<file path="src/rtl/hc165_reader.sv">
// Scan controller for a chain of parallel-in/serial-out shift registers.
// It drives the load and clock pins, samples the serial output MSB-first and offers each word on valid/ready.
module hc165_reader #(
    parameter int WIDTH   = 8,
    parameter int CLK_DIV = 4
) (
    input  logic             clk,
    input  logic             rst_n,
    input  logic             start,
    input  logic             auto,
    output logic             busy,
    output logic             sr_clk,
    output logic             sr_shld,
    output logic             sr_clk_inh,
    input  logic             sr_q,
    output logic [WIDTH-1:0] data_out,
    output logic             data_valid,
    input  logic             data_ready,
    output logic             overrun
);

    localparam int PW = (CLK_DIV > 1) ? $clog2(CLK_DIV) : 1;
    localparam int BW = $clog2(WIDTH);
    localparam logic [PW-1:0] PH_LAST  = PW'(CLK_DIV - 1);
    localparam logic [BW-1:0] BIT_LAST = BW'(WIDTH - 1);

    typedef enum logic [2:0] {
        IDLE,
        LOAD_LO,
        LOAD_HI,
        SHIFT_LO,
        SHIFT_HI,
        DONE
    } state_t;

    state_t           state;
    state_t           state_nx;
    logic [PW-1:0]    phase;
    logic [BW-1:0]    bit_cnt;
    logic [WIDTH-1:0] acc;
    logic             phase_end;
    logic             sample;
    logic             clk_nx;
    logic             shld_nx;
    logic             inh_nx;
    logic             busy_nx;

    assign phase_end = (phase == PH_LAST);
    assign sample    = (state == SHIFT_LO) && phase_end;

    always_comb begin
        state_nx = state;
        case (state)
            IDLE:     if (start || auto) state_nx = LOAD_LO;
            LOAD_LO:  if (phase_end) state_nx = LOAD_HI;
            LOAD_HI:  if (phase_end) state_nx = SHIFT_LO;
            SHIFT_LO: if (phase_end) state_nx = (bit_cnt == BIT_LAST) ? DONE : SHIFT_HI;
            SHIFT_HI: if (phase_end) state_nx = SHIFT_LO;
            DONE:     state_nx = IDLE;
            default:  state_nx = IDLE;
        endcase
    end

    // Pin levels are decoded from the next state so the registered pins line up with the state register.
    always_comb begin
        clk_nx  = 1'b0;
        shld_nx = 1'b1;
        inh_nx  = 1'b0;
        busy_nx = 1'b1;
        case (state_nx)
            IDLE: begin
                inh_nx  = 1'b1;
                busy_nx = 1'b0;
            end
            LOAD_LO:  shld_nx = 1'b0;
            LOAD_HI: begin
                clk_nx  = 1'b1;
                shld_nx = 1'b0;
            end
            SHIFT_LO: clk_nx = 1'b0;
            SHIFT_HI: clk_nx = 1'b1;
            DONE:     inh_nx = 1'b1;
            default: begin
                inh_nx  = 1'b1;
                busy_nx = 1'b0;
            end
        endcase
    end

    always_ff @(posedge clk or negedge rst_n) begin
        if (!rst_n) begin
            state      <= IDLE;
            phase      <= '0;
            sr_clk     <= 1'b0;
            sr_shld    <= 1'b1;
            sr_clk_inh <= 1'b1;
            busy       <= 1'b0;
        end else begin
            state      <= state_nx;
            phase      <= (state_nx != state) ? '0 : phase + 1'b1;
            sr_clk     <= clk_nx;
            sr_shld    <= shld_nx;
            sr_clk_inh <= inh_nx;
            busy       <= busy_nx;
        end
    end

    always_ff @(posedge clk or negedge rst_n) begin
        if (!rst_n) begin
            bit_cnt <= '0;
            acc     <= '0;
        end else begin
            if (state == LOAD_HI)
                bit_cnt <= '0;
            else if (sample)
                bit_cnt <= bit_cnt + 1'b1;
            if (sample)
                acc <= {acc[WIDTH-2:0], sr_q};
        end
    end

    // A word landing in DONE always wins over a same-cycle accept; it only overruns if nobody took the old one.
    always_ff @(posedge clk or negedge rst_n) begin
        if (!rst_n) begin
            data_out   <= '0;
            data_valid <= 1'b0;
            overrun    <= 1'b0;
        end else if (state == DONE) begin
            data_out   <= acc;
            data_valid <= 1'b1;
            overrun    <= data_valid && !data_ready;
        end else begin
            overrun <= 1'b0;
            if (data_valid && data_ready)
                data_valid <= 1'b0;
        end
    end

endmodule

</file>
<file path="config.mk">
export PLATFORM = sky130hd
export DESIGN_NAME = hc165_reader
export DESIGN_NICKNAME = d
export VERILOG_FILES = /design/src/rtl/hc165_reader.sv
export SDC_FILE = /design/constraint.sdc
export NUM_CORES = 1
export LEC_CHECK = 0
export BUFFER_PORTS_ARGS = -buffer_cell sky130_fd_sc_hd__buf_4
export CAP_MARGIN = 20
export CORE_AREA = 2 2 48 61
export DETAILED_ROUTE_END_ITERATION = 8
export DIE_AREA = 0 0 50 63
export PLACE_DENSITY = 0.7
export SYNTH_ARGS = -nofsm -noshare
export SYNTH_HDL_FRONTEND = slang
export SYNTH_SLANG_ARGS = --single-unit
export TNS_END_PERCENT = 20
</file>
<file path="constraint.sdc">
create_clock -name clk -period 2.3 [get_ports clk]
set_clock_uncertainty 0.15 [all_clocks]
set_input_delay 0.46 -clock clk [delete_from_list [all_inputs] [get_ports clk]]
set_output_delay 0.46 -clock clk [all_outputs]
set_load 0.005 [all_outputs]
</file>
## Yosys cells after proc, flatten, opt, wreduce, memory -nomap -nowiden

Index checks and enable logic that the tools add are counted.

- $add $sub $neg: 2
- $mul: 0
- Divide/modulo/power cells: 0
- Order comparisons: 0
- Equality and inequality tests: 13
- Shift operators: 0
- Muxes and demuxes: 16
- Bitwise operators: 0
- Reduce and logical (&&, ||, !) cells: 13

Operators by type and width:

| kind | number |
|---|---|
| 2-to-1 mux 3 bit | 6 |
| == test 3 bit, second input constant | 5 |
| == test 3 x 2 -> 1 bit, second input constant | 4 |
| one-hot mux 3 bit (4 select lines) | 1 |
| 2-to-1 mux 1 bit | 8 |
| == test 3 x 1 -> 1 bit, second input constant | 2 |
| OR reduction 2 bit | 3 |
| OR reduction 5 bit | 1 |
| nonzero test 2 bit | 2 |
| OR reduction 4 bit | 1 |
| adder 3 x 1 -> 3 bit, second input constant | 1 |
| logical AND 1 bit | 3 |
| logical NOT 3 bit | 1 |
| != test 3 bit | 1 |
| adder 2 x 1 -> 2 bit, second input constant | 1 |
| == test 2 bit, second input constant | 1 |
| 2-to-1 mux 2 bit | 1 |
| logical NOT 1 bit | 1 |
| logical OR 1 bit | 1 |

- Register bits: 30
- Bits in latches: 0
- RAM bits: 0
- ROM bits: 0
- Bits of input ports: 6
- Word-level logic and storage cells: 55
- Memories: 0

## Logic depth before layout (Yosys ltp)

- Word-level depth: 7
- Mapped depth: 5

## Worst setup path before layout

OpenSTA, ideal clock, no wires.

- Path kind: reg2reg
- Start: reg bit_cnt[0]
- End: reg state[0]
- Setup time: 0.126 ns
- Data arrival time: 1.338 ns
- Required time: 2.024 ns
- Setup slack: 0.685 ns
- Stages on the path, launching flop included: 6
- Path buffers: 0
- Clock period less this slack: 1.615 ns
- Cells stage by stage: dfrtp_1 ha_1 ha_1 a21boi_0 nor3b_1 a311o_1

- Longest elaborated chain between the ends: 4

RTL lines:

| what | RTL line | RTL |
|---|---|---|
| start, declared | 39 | `logic [BW-1:0] bit_cnt;` |
| start signal, assigned | 116 | `bit_cnt <= bit_cnt + 1'b1;` |
| == test 3 bit | 57 | `SHIFT_LO: if (phase_end) state_nx = (bit_cnt == BIT_LAST) ? DONE : SHIFT_HI;` |
| 2-to-1 mux 1 bit | 57 |  |
| 2-to-1 mux 3 bit | 57 |  |
| one-hot mux 3 bit (4 select lines) | 53 | `case (state)` |
| named net state_nx[0] | 37 | `state_t state_nx;` |
| end signal, assigned | 99 | `state <= state_nx;` |
| end, declared | 36 | `state_t state;` |

The timed path passes the listed nets, and every way through them passes these cells.
A chain may end at the register's enable or synchronous reset.

## Worst setup path in the final report

- Start: reg phase[0]
- End: reg state[0]

- Longest elaborated chain between the ends: 3
- Elaborated cells between the ends (all ways): 5
- Classes of those cells: 1 x eq/ne; 4 x mux

RTL lines:

| what | RTL line | RTL |
|---|---|---|
| start, declared | 38 | `logic [PW-1:0] phase;` |
| start signal, assigned | 100 | `phase <= (state_nx != state) ? '0 : phase + 1'b1;` |
| == test 2 bit (*) | 48 | `assign phase_end = (phase == PH_LAST);` |
| 2-to-1 mux 3 bit, on equally long branches | - |  |
| one-hot mux 3 bit (4 select lines) (*) | 53 |  |
| named net state_nx[0] | 37 |  |

The timed path passes the listed nets; every way through them passes the cells marked *.

==> flow_metrics.py <==
metrics = {
    "power_and_ir_drop": {
        "ir_worst_vdd_v": 0.000655,
        "power_density_nw_per_um2": 1200,
        "leakage_nw": 0.768,
    },
    "layout": {
        "area_growth_pct": 18.1,
        "layout-drive-gt1-share_pct": 40.9,
        "antenna_cells": 0,
        "final_common_cell": "dfrtp_1",
        "nets": 135,
        "layout_common_cells": "dfrtp_1, buf_4, mux2_2",
        "nFillCells": 230,
        "final_util_pct": 60.6,
    },
    "die": {
        "die_h_um": 63,
        "fp.coreArea_um2": 2600,
        "initial_core_util_pct": 51.3,
        "dieArea_um2": 3150,
        "io_pins": 20,
        "die_w_um": 50,
        "row_count": 21,
    },
    "global_routing": {
        "grt_pass1_wl_mm": 3.91,
        "track_usage_pct": 16.6,
        "grt_max_degree": 31,
        "overflow": 0,
        "grt_pass1_vias": 868,
        "antenna_found_initial": 0,
    },
    "routing": {
        "dr_total_vias": 886,
        "drtIter0Drc": 10,
        "wl_per_cell_um": 13.4,
        "drtPass1Iterations": 3,
        "ant_nets": 0,
        "remaining_drc_errors": 0,
        "viasPerCell": 5.50,
        "drt-total-wl_mm": 2.15,
    },
    "synth": {
        "synth_cell_types": 36,
        "synth_area_per_cell_um2": 12.8,
        "synthesis.nets": 113,
        "syn_area_um2": 1330,
        "synth-warning-count": 0,
        "synth_cells": 104,
        "synth-seq-area-share_pct": 56.5,
        "synth_seq_cells": 30,
    },
    "worst_hold_path": {
        "hold_path_class": "primary input to flip-flop",
        "worstHoldEndpoint": "acc[0]",
        "worstHoldPathCells": 2,
        "min_from": "sr_q",
    },
    "cts": {
        "clockRootBuffer": "clkbuf_4",
        "cts_tree": "built",
        "cts_buffer_depth": 2,
        "postCtsSetupBuffers": 0,
        "cts_made_buffers": 5,
        "cts_sinks": 30,
        "clock_latency_ns": 0.33,
        "path_clk_slew_ns": 0.10,
        "cts-htree-levels": 2,
        "post_cts_resized": 0,
    },
    "placed_design": {
        "gp_congestion": 0.762,
        "hpwl_mm": 1.45,
        "io_buffers": 19,
    },
    "critical_path": {
        "cp.required_ns": 2.37,
        "critPathKind": "flip-flop to flip-flop",
        "r2r_slack_ns": 0.50,
        "rr_startpoint": "phase[0]",
        "endpoint_kind": "flip-flop",
        "crit_fanout": 14,
        "start_kind": "flip-flop",
        "r2r_end": "state[0]",
        "crit_arrival_ns": 1.87,
        "r2r_cells": 4,
    },
    "sta": {
        "fin_hold_ws_ns": 0.217,
        "slew_headroom_pct": 60.8,
        "post-route-period-util_pct": 78.3,
        "drv_slew": 0,
        "tightest_slew_ns": 0.588,
        "period_minus_slack_ns": 1.80,
        "fmax_mhz": 556,
        "final-setup-viol-count": 0,
        "hold_viol_final": 0,
        "rsz0062_at_grt": "false",
        "finalSetupTns_ns": 0,
    },
    "status": {
        "status": "finished, final reports clean",
    },
    "run": {
        "maxCapViolCount": 0,
    },
}
[through the flow]
stage	instance area [µm²]	std cells	total power, mW	worst slack, ns
final	1580	161	1.88	0.500
after global routing	1580	161	2.03	0.377
after CTS	1580	161	1.90	0.503
after detailed placement	1490	152	1.49	0.513
after global placement	1490	152	1.46	0.587
after floorplan	1330	104	1.30	0.685
[how the worst max path moves through the flow]
stage / startpoint / end
floorplan: bit_cnt[0] / state[0]
global placement: phase[0] / state[0]
detailed placement: phase[0] / state[0]
CTS: phase[0] / state[0]
global route: phase[0] / state[0]
finish: phase[0] / state[0]
[where the power goes]
group | internal [mW] | switching (mW)
clock | 0.225 | 0.185
combinational | 0.334 | 0.244
sequential | 0.714 | 0.182
[state kept, by name (all words and copies together) (netlist names)]
signal	flops
bit_cnt	3
data_valid	1
acc	8
phase	2
sr_shld	1
state	3
busy	1
data_out	8
sr_clk	1
overrun	1
sr_clk_inh	1
[kinds of logic (layout without fill, tap and decap cells)]
logic type	Yosys count	count (layout)	synth area share, %
adder cells (fa/ha/maj)	3	3	2.81
flip-flops	30	30	56.5
buffers and inverters	9	32	3.47
AO/OA/AOI/OAI	17	17	9.29
multiplexers	17	17	14.3
AND/OR/NAND/NOR	28	28	13.7
[synth_stat cells]
library cell	count	area, µm²
mux2_2	16	180
nor3b_1	2	15.0
nor2b_2	1	8.76
nor4_1	1	6.26
inv_1	4	15.0
a31oi_1	1	6.26
o21bai_1	1	7.51
a31o_2	1	8.76
o21ai_0	2	10.0
nor2_1	6	22.5
nor2_2	1	6.26
a22o_1	3	26.3
nand3_4	1	17.5
and2b_1	1	7.51
nand2b_1	3	18.8
a21oi_1	2	10.0
a21boi_0	1	7.51
ha_1	3	37.5
a311o_1	1	10.0
nand2_1	2	7.51
nor2b_1	2	12.5
dfstp_2	2	52.6
a311oi_1	1	8.76
o22ai_1	3	18.8
nand3b_1	1	7.51
or3_1	1	6.26
nand2_2	1	6.26
or3_4	1	11.3
mux2i_1	1	10.0
buf_2	4	20.0
buf_6	1	11.3
nor3_1	2	10.0
dfrtp_1	28	701
a221o_1	1	10.0
nor3_2	1	10.0
and3b_1	1	8.76
[cell type report]
type,instances,area (µm²),share of cell area (%)
timing repair buffer,20,153,9.69
inverter,4,15.0,0.953
clock inverter,3,40.0,2.54
tap,34,42.5,2.70
clock buffer,5,37.5,2.38
sequential,30,753,47.8
multi-input combinational,65,534,33.9
[what timing repair did]
item,in CTS,in global routing
hold buffers,1,0
endpoints found under the hold margin,28,0
endpoints found under the setup margin,0,0
[critical path, cell delays in order (launching register included)]
cell and delay [ns]:
dfrtp_1 0.37, ha_1 0.46, a21boi_0 0.30, nor3b_1 0.08, a311o_1 0.33
[per-layer routing]
| layer | wire length (µm) | global-route usage [%] | part of all wire, % | up-vias |
|---|---|---|---|---|
| li1 | - | - | - | 418 |
| met3 | 108 | 6.70 | 5.0 | 6 |
| met1 | 949 | 19.2 | 44 | 443 |
| met2 | 1050 | 26.5 | 49 | 19 |
| met4 | 39 | 7.29 | 1.8 | 0 |
| met5 | 0 | 0 | 0 | - |
No activity file was read; power rests on OpenSTA's default activity.
